## src/rtl/jzjpcc_hazard_control.sv

```systemverilog
// Front-end stall/flush scheduler: load-use bubbles, control-transfer squash,
// debug halt handshake with back-end drain, and a saturating stall-cycle counter.
module jzjpcc_hazard_control #(
    parameter int DRAIN_CYCLES  = 3,
    parameter int COUNTER_WIDTH = 32
) (
    input  logic                     clock,
    input  logic                     reset,
    input  logic                     pcCTWriteEnable_decode,
    input  logic                     loadUseHazard,
    input  logic                     halt_request,
    output logic                     pcCTWriteEnable,
    output logic                     stall_fetch,
    output logic                     stall_decode,
    output logic                     flush_decode,
    output logic                     flush_execute,
    output logic                     halt_ack,
    output logic [COUNTER_WIDTH-1:0] stallCount
);

    typedef enum logic [1:0] {
        RUN     = 2'd0,
        HALTING = 2'd1,
        HALTED  = 2'd2
    } state_t;

    localparam logic [3:0]               DRAIN_LAST = 4'(DRAIN_CYCLES - 1);
    localparam logic [COUNTER_WIDTH-1:0] COUNT_ONE  = {{(COUNTER_WIDTH-1){1'b0}}, 1'b1};

    state_t                   r_state;
    state_t                   w_state_next;
    logic [3:0]               r_drain_cnt;
    logic [3:0]               w_drain_cnt_next;
    logic [COUNTER_WIDTH-1:0] r_stall_count;

    always_ff @(posedge clock) begin
        if (reset) begin
            r_state       <= RUN;
            r_drain_cnt   <= '0;
            r_stall_count <= '0;
        end else begin
            r_state     <= w_state_next;
            r_drain_cnt <= w_drain_cnt_next;
            if (stall_fetch && (r_stall_count != '1)) begin
                r_stall_count <= r_stall_count + COUNT_ONE;
            end
        end
    end

    always_comb begin
        w_state_next     = r_state;
        w_drain_cnt_next = r_drain_cnt;
        pcCTWriteEnable  = 1'b0;
        stall_fetch      = 1'b0;
        stall_decode     = 1'b0;
        flush_decode     = 1'b0;
        flush_execute    = 1'b0;
        halt_ack         = 1'b0;

        case (r_state)
            RUN: begin
                // Load-use wins over a control transfer: a branch/jalr reading
                // the loaded value must wait until the operand is available.
                if (loadUseHazard) begin
                    stall_fetch   = 1'b1;
                    stall_decode  = 1'b1;
                    flush_execute = 1'b1;
                end else if (pcCTWriteEnable_decode) begin
                    pcCTWriteEnable = 1'b1;
                    flush_decode    = 1'b1;
                end
                if (halt_request) begin
                    w_state_next     = HALTING;
                    w_drain_cnt_next = '0;
                end
            end
            HALTING: begin
                stall_fetch      = 1'b1;
                stall_decode     = 1'b1;
                flush_execute    = 1'b1;
                w_drain_cnt_next = r_drain_cnt + 4'd1;
                // The drain always completes; the request is only consulted at the end.
                if (r_drain_cnt == DRAIN_LAST) begin
                    w_state_next = halt_request ? HALTED : RUN;
                end
            end
            HALTED: begin
                stall_fetch   = 1'b1;
                stall_decode  = 1'b1;
                flush_execute = 1'b1;
                halt_ack      = 1'b1;
                if (!halt_request) begin
                    w_state_next = RUN;
                end
            end
            default: begin
                w_state_next = RUN;
            end
        endcase

        if (reset) begin
            pcCTWriteEnable = 1'b0;
            stall_fetch     = 1'b0;
            stall_decode    = 1'b0;
            flush_decode    = 1'b0;
            flush_execute   = 1'b0;
            halt_ack        = 1'b0;
        end
    end

    assign stallCount = r_stall_count;

endmodule

```

## config.mk

```make
export PLATFORM = sky130hd
export DESIGN_NAME = jzjpcc_hazard_control
export DESIGN_NICKNAME = d
export VERILOG_FILES = /design/src/rtl/jzjpcc_hazard_control.sv
export SDC_FILE = /design/constraint.sdc
export NUM_CORES = 1
export LEC_CHECK = 0
export CORE_MARGIN = 8
export CORE_UTILIZATION = 46
export DETAILED_ROUTE_END_ITERATION = 16
export HOLD_SLACK_MARGIN = 0.15
export MAX_ROUTING_LAYER = met4
export PLACE_DENSITY_LB_ADDON = 0.12
export SETUP_SLACK_MARGIN = 0.5
export SLEW_MARGIN = 30
export SYNTH_ARGS = -nofsm -noshare
export SYNTH_HDL_FRONTEND = slang
export SYNTH_SLANG_ARGS = --single-unit
```

## constraint.sdc

```tcl
create_clock -name clock -period 2.21 [get_ports clock]
set_clock_uncertainty 0.1 [all_clocks]
set_input_delay 0.221 -clock clock [delete_from_list [all_inputs] [get_ports clock]]
set_output_delay 0.221 -clock clock [all_outputs]
set_load 0.05 [all_outputs]
```

* After elaboration in Yosys (flattened, before gate mapping)
Index checks and enable logic that the tools add are counted.
** Storage, ports and cells
- Logic and storage cells :: 34
- Output and inout bits :: 38
- Register bits :: 38
** Cells by class
- Multiplexer cells :: 16
- Reductions and logical operators :: 6
- $add $sub $neg :: 2
- Equal/unequal tests :: 7
** Operators by type and width (count)
- $add A32 B1 Y32 const B :: 1
- $ne A32 B32 Y1 const B :: 1
- $mux W1 :: 8
- $mux W2 :: 4
- $pmux W4 S2 :: 1
- $ne A2 B2 Y1 const B :: 3
- $pmux W2 S3 :: 1
- $add A4 B1 Y4 const B :: 1
- $eq A4 B2 Y1 const B :: 1
- $mux W4 :: 1
- $reduce_and A3 Y1 :: 1
- $eq A2 B1 Y1 const B :: 1
- $eq A2 B2 Y1 const B :: 1
- $logic_not A2 Y1 :: 1
- $pmux W1 S2 :: 1
- $reduce_and A2 Y1 :: 1
- $reduce_bool A2 Y1 :: 1
- $reduce_or A2 Y1 :: 1
- $logic_and A1 B1 Y1 :: 1

* Longest topological paths before layout
Gate-level depths: netlist of the first run.
- Word-level depth :: 5
- Mapped depth :: 10
- Gate-level depth less buffers :: 8

* Least setup slack after synthesis of the first run
OpenSTA, ideal clock, no wires.
- Path kind :: reg2out
- Start :: reg r_state[0]
- End :: out pcCTWriteEnable
- Data arrival time :: 2.575 ns
- Cell stages (with the launch flop) :: 5
- Setup slack :: -0.686 ns
- Path through :: dfxtp_1 > inv_1 > ha_1 > nor4bb_1 > buf_4
** On the way
- Word-level cells in the longest chain between the ends :: 3
** Ends and longest elaborated chain
- start, declared :: line 30 : state_t r_state;
- start signal, assigned :: line 42 : r_state <= w_state_next;
- $logic_not A2 Y1
- $mux W1 (2 in a row)
- end, declared :: line 12 : output logic pcCTWriteEnable,
No other way between the ends.

* Worst setup path in the final report of the first run
- Start :: reg r_state[0]
- End :: reg r_stall_count[30], in the netlist stallCount[30]
** On the way
- Word-level cells in the longest chain between the ends :: 5
- Elaborated cells on any way between the ends :: 7
** Ends and longest elaborated chain
- $eq A2 B2 Y1 / $eq A2 B1 Y1 (equally long branches) :: line 60 : case (r_state)
- $reduce_or A2 Y1 (no line)
- $pmux W1 S2 (*) :: line 60
- $mux W1 (*) :: line 101 : if (reset) begin
- $logic_and A1 B1 Y1 (*) :: line 44 : if (stall_fetch && (r_stall_count != '1)) begin
- end signal, assigned :: line 45 : r_stall_count <= r_stall_count + COUNT_ONE;
- end, declared :: line 34 : logic [COUNTER_WIDTH-1:0] r_stall_count;
Every way passes the cells marked *; elsewhere a longest branch is shown, timed or not.
A chain may end at the register's enable or synchronous reset.

==> impl_metrics.ini, run 1 <==
[timing]
hold_slack_ns = 0.420
finalSetupViolations = 30
finalWorstSetupSlack_ns = -0.231
grt_setup_unrepaired = true
worstMarginPinSlew_ns = 0.540
slew_violations = 0
timing.fmax_mhz = 410
slew_headroom_pct = 64.2
finalHoldViolCount = 0
fin_crit_sh_pct = 110
fin_crit_ns = 2.44

[critical_path]
slowest_delay_ns = 0.51
crit_path_top_delay_cell = or4_1
worst_setup_path_end_kind = flip-flop
crit_required_ns = 2.34
crit_chain = inv_2 -> ha_4 -> a21oi_2 -> or3_4 -> clkinvlp_4 -> buf_4 -> buf_6 -> nand4_1 -> or4_1 -> a21oi_2
start_kind = flip-flop
crit_path_frequent_cell = a21oi_2
worst-path-max-fanout = 5
crit_type = flip-flop to flip-flop
crit_arrival_ns = 2.57

[synthesis]
syn-instance-count = 249
synthDistinctLibCells = 38
synth_flop_cell = dfxtp_1
synth-seq-cells = 38
yosys_warnings = 0
synth_area_per_cell_sq_um = 8.25
synth_top_cell_by_area = dfxtp_1
synth_nets = 262
synth_edf_count = 0
netlist_area_sq_um = 2050
synth_top_area_share_pct = 37.1
synthArstFlopShare_pct = 0
synth_area_leaders = dfxtp_1 37%, or4_1 6.2%, a21oi_1 6.1%
ys_seq_area_share_pct = 37.1

[cells_and_area]
final_cell_mix = 62 x buf_4, 33 x dlygate4sd2_1, 21 x nor2_1, 21 x dfxtp_2, 18 x buf_6
mostFrequentLayoutCell = buf_4
drive_gt1_share_pct = 50.4
nNetsFinal = 385
final_util_pct = 87.3
syn_to_final_growth_pct = 83.9
design_area_sq_um = 3780
stdcell_count = 425
n_antenna_cell = 0

[placed_design]
place_ws_ns = -0.241
gp_congestion = 0.866
hpwl_microns = 4290
dpl.cell_count = 389
placed_cell_area_sq_um = 3100
portBuffers = 42

[floorplanning]
die_area_sq_um = 6860
core_sq_um = 4320
start_util_pct = 47.5
fp.dieW_microns = 82.8
die_y_microns = 82.8
num_io_pins = 43
fp-row-count = 24

[detailed_routing]
dr.pass1.iters = 4
totalWireLength_microns = 8720
wl_per_cell_microns = 20.5
drtIter0Drc = 312
vias = 2648
drc_errors = 0
ant_nets = 0
drt-vias-per-instance = 6.23

[clocking]
ctsLongestPathBuffers = 2
clock-sinks = 38
cts_tree = done
path_clk_slew_ns = 0.07
numCtsBuffers = 5
htree_levels = 2
cts_root_buf = clkbuf_8
clock_latency_ns = 0.30

[status]
violations = negative setup slack
status = finished, violations left

[global_routing]
grt_pass1_vias = 2460
grt.overflow.total = 0
grt_max_degree = 23
grt_use_total_pct = 21.0
grt_pass1_wl_microns = 12000
antenna_found_initial = 0

[power]
p_per_area_nw_per_um2 = 589
cellLeakagePower_nw = 1.56
irDropWorstVdd_mv = 0.630

[worst_hold_path]
hp-class = flip-flop to flip-flop

[job]
max-cap-violations = 0
-- worst max-delay path, delay by kind of cell, from the launching register on --
family,cells,cell delay [ns]
simple gates,3,1.11
compound gates,2,0.19
flops,1,0.34
fa+ha+maj,1,0.27
buf+inv,4,0.36
-- registers in the layout, indices dropped and copies added (netlist names) --
name	flops
r_drain_cnt	4
r_state	2
stallCount	32
-- where the power goes --
part | total (mW) | switching (mW) | internal, mW
combinational | 1.01 | 0.496 | 0.512
sequential | 0.735 | 0.0262 | 0.709
clock | 0.482 | 0.257 | 0.225
total | 2.23 | 0.780 | 1.45
-- stage by stage --
stage,power [mW],TNS [ns]
detailed placement,1.38,-3.25
global placement,1.38,-1.83
global route,2.30,-5.44
floorplan,1.11,-2.32
finish,2.23,-3.73
CTS,2.04,-0.419
-- kinds of logic after synthesis --
kind of cell             Yosys count  share of synthesized area, %
XOR/XNOR                           5                          2.13
multiplexers                       6                          3.11
buffers and inverters             23                          4.88
AND/OR/NAND/NOR                  112                          31.1
AO/OA/AOI/OAI                     57                          16.9
adder cells (fa/ha/maj)            8                          4.88
flip-flops                        38                          37.1
-- what timing repair did --
item,4_1_cts,5_1_grt
endpoints found under the setup margin,71,41
resized for setup,86,36
hold buffers,0,0
setup buffers,13,11
pin swaps,15,20
gates cloned,4,0
-- final cells by class --
| cell class | instances | area (sq um) |
|---|---|---|
| Fill cell | 204 | 548 |
| Clock buffer | 8 | 80.1 |
| Sequential cell | 38 | 836 |
| Timing Repair Buffer | 128 | 1240 |
| Multi-Input combinational cell | 189 | 1520 |
| Inverter | 10 | 41.3 |
| Tap cell | 52 | 65.1 |
-- synth_stat cells, types with 2 or more instances --
master and count:
and4_1 2, xnor2_1 2, a22oi_1 3, or4_4 2, o21ai_0 8, dfxtp_1 38, nor3_1 4, inv_1 10
buf_2 2, nand3_1 13, ha_1 8, o31ai_1 15, nor2b_1 4, and3_1 5, nand2_1 14, mux2_2 3
mux2i_1 3, or4_1 17, or3_1 8, buf_4 3, clkbuf_1 7, nor2_1 22, a21oi_1 25, nand4_1 15
xor2_1 3
-- per-layer routing --
metal  up-vias  routed length, microns  GRT usage, %
li1       1185                       -             -
met1      1264                    3360          23.4
met2       156                    4320          35.3
met3        43                     624          4.59
met4         0                     424          8.47
met5         -                       0             -
-- final timing paths --
path	start	endpoint	slack, ns	cells past startpoint
hold / removal	r_drain_cnt[1]	r_drain_cnt[1]	0.42	2
setup / recovery	r_state[0]	stallCount[30]	-0.23	10
setup reg to reg	r_state[0]	stallCount[30]	-0.23	10
hold reg to reg	r_drain_cnt[1]	r_drain_cnt[1]	0.42	2
Note: power is estimated with default switching activity, not from simulation.
==> inputs of run 2 (changes only) <==
--- a/config.mk
+++ b/config.mk
@@ -12,7 +12,7 @@
 export MAX_ROUTING_LAYER = met4
 export PLACE_DENSITY_LB_ADDON = 0.12
 export SETUP_SLACK_MARGIN = 0.5
-export SLEW_MARGIN = 30
+export SLEW_MARGIN = 15
 export SYNTH_ARGS = -nofsm -noshare
 export SYNTH_HDL_FRONTEND = slang
 export SYNTH_SLANG_ARGS = --single-unit
==> results of run 2 <==
Final layout, timing and power as in run 1 (identical DEF).
==> inputs of run 3 (changes only) <==
--- a/config.mk
+++ b/config.mk
@@ -7,6 +7,7 @@
 export LEC_CHECK = 0
 export CORE_MARGIN = 8
 export CORE_UTILIZATION = 46
+export CTS_CLUSTER_SIZE = 24
 export DETAILED_ROUTE_END_ITERATION = 16
 export HOLD_SLACK_MARGIN = 0.15
 export MAX_ROUTING_LAYER = met4
==> results of run 3 <==
Final layout, timing and power as in run 1 (identical DEF).
